<file path="config.mk">
export PLATFORM = sky130hd
export DESIGN_NAME = codec_intf
export DESIGN_NICKNAME = d
export VERILOG_FILES = /design/src/rtl/eq_pkg.sv /design/src/rtl/codec_shreg.sv /design/src/rtl/codec_intf.sv
export SDC_FILE = /design/constraint.sdc
export NUM_CORES = 1
export LEC_CHECK = 0
export ABC_AREA = 1
export CORE_MARGIN = 10
export CORE_UTILIZATION = 45
export DETAILED_ROUTE_END_ITERATION = 8
export PLACE_DENSITY_LB_ADDON = 0.25
export SLEW_MARGIN = 40
export SYNTH_ARGS = -nofsm -noshare
export SYNTH_HDL_FRONTEND = slang
export SYNTH_SLANG_ARGS = --single-unit
</file>
<file path="constraint.sdc">
create_clock -name clk -period 4.33 [get_ports clk]
set_input_delay 1.0825 -clock clk [delete_from_list [all_inputs] [get_ports clk]]
set_output_delay 1.0825 -clock clk [all_outputs]
set_load 0.05 [all_outputs]
</file>
<file path="src/rtl/eq_pkg.sv">
// Shared widths and frame-phase constants for the Equalizer codec interface.
package eq_pkg;

  localparam int unsigned SAMPLE_W = 16;
  localparam int unsigned CNT_W    = 11;

  localparam logic [CNT_W-1:0] TX_LOAD_L = 11'd2047;
  localparam logic [CNT_W-1:0] TX_LOAD_R = 11'd1023;
  localparam logic [CNT_W-1:0] VALID_PH  = 11'd1536;
  localparam logic [4:0]       RX_SAMPLE_PH = 5'd24;
  localparam logic [4:0]       SHIFT_PH     = 5'd31;

  // Outputs are registered, so they are launched one count early to be
  // visible while cnt==VALID_PH.
  localparam logic [CNT_W-1:0] VALID_LAUNCH = VALID_PH - 11'd1;

  typedef enum logic [1:0] {
    FR_HOLD,
    FR_DISCARD,
    FR_RUN
  } frame_state_t;

endpackage

</file>
<file path="src/rtl/codec_shreg.sv">
// 16-bit load/shift register, MSB-first, used for both TX and RX serial paths.
module codec_shreg
  import eq_pkg::*;
(
  input  logic                clk,
  input  logic                rst,
  input  logic                load,
  input  logic [SAMPLE_W-1:0] load_val,
  input  logic                shift,
  input  logic                shift_in,
  output logic [SAMPLE_W-1:0] q
);

  always_ff @(posedge clk or posedge rst) begin
    if (rst)
      q <= '0;
    else if (load)
      q <= load_val;
    else if (shift)
      q <= {q[SAMPLE_W-2:0], shift_in};
  end

endmodule

</file>
<file path="src/rtl/codec_intf.sv">
// CS4272 serial interface: clock generation, codec reset, left-justified
// TX serialiser and RX deserialiser with first-frame discard.
module codec_intf
  import eq_pkg::*;
(
  input  logic                clk,
  input  logic                rst,
  input  logic [SAMPLE_W-1:0] lft_in,
  input  logic [SAMPLE_W-1:0] rht_in,
  input  logic                SDout,
  output logic [SAMPLE_W-1:0] lft_out,
  output logic [SAMPLE_W-1:0] rht_out,
  output logic                valid,
  output logic                MCLK,
  output logic                SCLK,
  output logic                LRCLK,
  output logic                SDin,
  output logic                RSTn
);

  logic [CNT_W-1:0]    cnt;
  logic [SAMPLE_W-1:0] tx_hold, tx_q, tx_val, rx_q, rx_left;
  logic                wrap, tx_load, tx_shift, rx_shift;
  frame_state_t        fr_state, fr_next;

  always_ff @(posedge clk or posedge rst) begin
    if (rst)
      cnt <= '0;
    else
      cnt <= cnt + 1'b1;
  end

  assign MCLK  = cnt[1];
  assign SCLK  = cnt[4];
  assign LRCLK = ~cnt[10];

  assign wrap     = (cnt == TX_LOAD_L);
  assign tx_load  = wrap || (cnt == TX_LOAD_R);
  assign tx_val   = wrap ? lft_in : tx_hold;
  assign tx_shift = (cnt[4:0] == SHIFT_PH);
  assign rx_shift = (cnt[4:0] == RX_SAMPLE_PH) && !cnt[9];

  codec_shreg u_tx (
    .clk      (clk),
    .rst      (rst),
    .load     (tx_load),
    .load_val (tx_val),
    .shift    (tx_shift),
    .shift_in (1'b0),
    .q        (tx_q)
  );

  // One RX shifter serves both halves; the left word is parked in rx_left
  // at the half boundary before the right half starts shifting in.
  codec_shreg u_rx (
    .clk      (clk),
    .rst      (rst),
    .load     (1'b0),
    .load_val ('0),
    .shift    (rx_shift),
    .shift_in (SDout),
    .q        (rx_q)
  );

  assign SDin = tx_q[SAMPLE_W-1];

  always_ff @(posedge clk or posedge rst) begin
    if (rst)
      fr_state <= FR_HOLD;
    else
      fr_state <= fr_next;
  end

  always_comb begin
    fr_next = fr_state;
    if (wrap) begin
      case (fr_state)
        FR_HOLD:    fr_next = FR_DISCARD;
        FR_DISCARD: fr_next = FR_RUN;
        default:    fr_next = FR_RUN;
      endcase
    end
  end

  always_ff @(posedge clk or posedge rst) begin
    if (rst) begin
      tx_hold <= '0;
      rx_left <= '0;
      lft_out <= '0;
      rht_out <= '0;
      valid   <= 1'b0;
      RSTn    <= 1'b0;
    end else begin
      valid <= 1'b0;
      if (wrap) begin
        tx_hold <= rht_in;
        RSTn    <= 1'b1;
      end
      if (cnt == TX_LOAD_R)
        rx_left <= rx_q;
      if ((cnt == VALID_LAUNCH) && (fr_state == FR_RUN)) begin
        lft_out <= rx_left;
        rht_out <= rx_q;
        valid   <= 1'b1;
      end
    end
  end

endmodule

</file>
# Word level (Yosys, flattened, before mapping)
# Index checks and enable logic that the tools add are counted.
[word_totals] register_bits=111 latchBits=0 ramBits=0 romBits=0 input_bits=35 output_inout_bits=38 word_cells=29 n_memories=0
[classes] addsub=1 mul=0 div_mod_pow=0 magnitude_cmp=0 eq_ne=6 shift=0 mux=5 bitwise_logic=1 reduce_logical=6
[ops] operator="$mux W16" n=3
[ops] operator="$eq A11 B11 Y1 const B" n=2
[ops] operator="$add A11 B1 Y11 const B" n=1
[ops] operator="$eq A11 B10 Y1 const B" n=1
[ops] operator="$eq A5 B5 Y1 const B" n=2
[ops] operator="$eq A2 B2 Y1 const B" n=1
[ops] operator="$logic_and A1 B1 Y1" n=2
[ops] operator="$logic_not A2 Y1" n=1
[ops] operator="$mux W2" n=1
[ops] operator="$reduce_bool A2 Y1" n=1
[ops] operator="$logic_not A1 Y1" n=1
[ops] operator="$logic_or A1 B1 Y1" n=1
[ops] operator="$mux W1" n=1
[ops] operator="$not A1 Y1" n=1

# Depth between registers and ports, before layout
[depth] ltp_word=3 depth_mapped=10 mapped_depth_nobuf=9

# Hierarchy
# From an unflattened synthesis, not the netlist that was laid out.
[hier_totals] cells_unflattened=566 hier_area_um2=4893.4
[by_module_without_submodules] mod="codec_intf" n_inst=1 cells_per_inst=388 area_per_inst_um2=3362.0 seq_area_each_um2=1976.9
[by_module_without_submodules] mod="codec_shreg" n_inst=2 cells_per_inst=89 area_per_inst_um2=765.7 seq_area_each_um2=400.4

# Worst setup path after synthesis
# No wires, ideal clock.
[synth_path] path_type="register -> register" start="register cnt[1]" end="register u_tx.q[4]" setup_time_ns=0.117 t_arrival_ns=1.844 required_time_ns=4.213 path_slack_ns=2.369 path_stages_with_launch=11 path_buffers=1 period_less_slack_ns=1.961 path_cell_list="dfrtp_1 ha_1 nand2_2 nor2_4 ha_1 inv_1 clkbuf_1 o21ai_0 nand2_1 nor2_1 nor2_1"
[synth_via] elab_chain_cells=3 elab_cells_between_ends=7 classes_between="3 x eq/ne; 2 x mux; 2 x reduce/logical"
[synth_lines] element="start, declared" line_no="codec_intf.sv:21" text="logic [CNT_W-1:0] cnt;"
[synth_lines] element="start signal, assigned" line_no="codec_intf.sv:30" text="cnt <= cnt + 1'b1;"
[synth_lines] element="$eq A11 B11 Y1 or $eq A11 B10 Y1 (tied branches)" line_no="codec_intf.sv:37, codec_intf.sv:38"
[synth_lines] element="$mux W16 or $logic_or A1 B1 Y1 (tied branches)" line_no="codec_intf.sv:39, codec_intf.sv:38"
[synth_lines] element="$mux W16 or $reduce_bool A2 Y1 (tied branches)"
[synth_lines] element="end signal, assigned" line_no="codec_shreg.sv:18" text="q <= load_val;"
[synth_lines] element="end signal, assigned" line_no="codec_shreg.sv:20" text="q <= {q[SAMPLE_W-2:0], shift_in};"
[synth_lines] element="end, declared" line_no="codec_shreg.sv:11" text="output logic [SAMPLE_W-1:0] q"
# Several ways; a longest one is shown, not always the timed one.
# A chain may end at the register's enable or synchronous reset.

# Worst setup path in the final report
[layout_path] start="register cnt[10]" end="output LRCLK"
[layout_via] elab_chain_cells=1
[layout_lines] element="$not A1 Y1" line_no="codec_intf.sv:35" text="assign LRCLK = ~cnt[10];"
[layout_lines] element="end, declared" line_no="codec_intf.sv:16" text="output logic LRCLK,"
# Every way passes these cells.

==> reports/results.ini <==
[synth]
ys_ff_latch = 111
synth_warnings = 0
synth_top_family_by_area = simple AND/OR/NAND/NOR gates
synth_cells = 503
synth_top_area_cell = dfrtp_1
syn_area_um2 = 4590
synth-xor-area-share_pct = 1.34
ys_types = 25
avgSynthCellArea_um2 = 9.12
synth_fa_ha_area_share_pct = 0.818
synthMuxAreaShare_pct = 0
synthesis.nets = 541
seq_area_frac_synth_pct = 60.6
synth-simple-area-share_pct = 18.8
yosys.area.top_type_share_pct = 60.6
synth_compound_area_share_pct = 10.5
synth_area_leaders = dfrtp_1 (61%), nand2_1 (11%), o21ai_0 (7.5%), inv_1 (4.8%), nor2_1 (4.0%)

[sta]
fin_crit_ns = 2.75
drv_slew = 0
hold_viol_final = 0
skew_ns = 0.0136
fin_tns_setup_ns = 0
tightest_slew_ns = 0.661
final.period_utilization_pct = 63.5
setup_viol_count_final = 0
maxSlewHeadroom_pct = 56.0
rsz0062_at_grt = no
fmax_ghz = 0.364

[clock_tree]
postCtsSetupBuffers = 0
numCtsBuffers = 9
clock_latency_ns = 0.37
cts.path.max_buffers = 2
cts_resized = 0
cts.sinks = 111
clkTransAtPathRegs_ns = 0.09
holdBufCountCts = 0
htree_num_levels = 3
cts_tree = done
ctsRootBufferMaster = clkbuf_8

[flow_run]
drv_cap = 0

[final_layout]
num-fill-cells = 877
seqCellArea_um2 = 2780
drive_above_1_share_pct = 7.29
multi_input_area_um2 = 1450
final_nets = 609
final_util_pct = 56.8
final_common_cell = nand2_1
layout_common_cells = nand2_1 (136), dfrtp_1 (111), clkdlybuf4s50_1 (72)
antenna_cells = 0
synthToLayoutAreaGrowth_pct = 22.2

[critical_path]
cp.required_ns = 3.25
cpPeakStageDelay_ns = 0.81
cp_num_buf_inv = 2
critPathTopFamily = buffers and inverters
cp-startpoint = cnt[10]
endpoint_kind = output pin
r2r_start = cnt[1]
cp_max_fo = 3
crit_path_top_delay_cell = clkdlybuf4s50_1
arrival_ns = 1.67
startpoint_type = flip-flop
crit_chain = inv_1 -> clkdlybuf4s50_1
crit_type = flip-flop to output pin

[run_status]
status = complete, no violations

[floorplan]
die-area_um2 = 14600
die_width_um = 121
rows = 36
design.core.area_um2 = 9860
ioPinCount = 73
start_util_pct = 46.5
die_y_um = 121

[min_path]
hp-start = cnt[0]
hp-class = flip-flop to flip-flop

[grt]
met1_usage_pct = 17.5
antenna_found_initial = 0
use_met3_pct = 3.82
grt_remaining_overflow = 0
grt_pass1_vias = 3374
grt_max_degree = 60
grt.total_usage_pct = 13.4
grt.met2_usage_pct = 20.6
top_usage_layer = met2
grt_pass1_wl_mm = 16.2

[power_and_ir_drop]
p_total_mw = 1.73
power_density_nw_per_um2 = 308
ir_drop_uv = 128
leakagePower_nw = 2.52

[routing]
dr.pass1.iters = 4
vias = 3364
wirelength_mm = 9.40
via_per_inst = 4.74
remaining_drc_errors = 0
wl_per_cell_um = 13.3
drt_iter0_markers = 171
ant_nets = 0

[placed_design]
io_buffers = 72
gp_congestion = 0.782
hpwl_mm = 6.51

## through the flow
step	hold WS, ns	cell area, um^2	worst slack, ns	instances
after CTS	0.487	5610	1.56	709
after global placement	0.451	5390	1.98	691
after floorplan	0.439	4590	0.317	503
final	0.479	5610	1.58	709
after global routing	0.512	5610	1.51	709
after detailed placement	0.463	5400	1.96	693
## worst paths after layout
check,to,slack [ns],cells past startpoint
worst min register to register,cnt[0],0.48,1
min in group asynchronous,cnt[1],1.16,2
worst min-delay path,cnt[0],0.48,1
worst max-delay path,LRCLK,1.58,2
max in group asynchronous,rx_left[14],2.43,3
worst max register to register,u_tx.q[12],2.03,9
## sequential cells by signal, indices dropped and copies added, names as in the netlist
signal	flops
lft_out	16
rht_out	16
rx_left	16
tx_hold	16
u_rx.q	16
u_tx.q	16
cnt	11
fr_state	2
RSTn	1
valid	1
## routing by layer
| metal | vias up | share of wire, % |
|---|---|---|
| met5 | - | 0 |
| met4 | 0 | 1.4 |
| met3 | 11 | 6.1 |
| met2 | 63 | 45 |
| met1 | 1601 | 47 |
| li1 | 1689 | - |
## Yosys cell counts
cell      count
nor2_4        2
dfrtp_1     111
o21ai_1       2
clkbuf_1      9
clkinv_1      1
inv_2         1
or2_2         1
o21ai_0      69
nand3_2       1
nand4_1       3
nand3_1      15
ha_1          3
buf_6         4
nor3_2        1
buf_8         2
a21oi_2      11
inv_1        59
xnor2_1       1
nand2_1     136
nand2_2       3
nor2_1       49
a21oi_1       6
xor2_1        6
nor3_1        1
buf_2         6
## kinds of logic after synthesis
logic type	count (synthesis)
compound gates	88
xor+xnor	7
fa+ha+maj	3
buf+inv	82
flops	111
simple gates	212
## where the power goes
part | total, mW | switching [mW] | internal [mW]
Combinational | 0.0546 | 0.0256 | 0.0291
Sequential | 1.04 | 0.000363 | 1.04
Clock | 0.635 | 0.356 | 0.279
Total | 1.73 | 0.382 | 1.34
## cell type report
| cell class | instances | area share [%] |
|---|---|---|
| clock buffers | 10 | 2.28 |
| clock inverters | 6 | 1.36 |
| inverters | 61 | 4.13 |
| multi-input cells | 310 | 25.8 |
| flip-flops and latches | 111 | 49.6 |
| well taps | 133 | 2.97 |
| repair buffers | 78 | 13.9 |
Note: power is estimated with default switching activity, not from simulation.
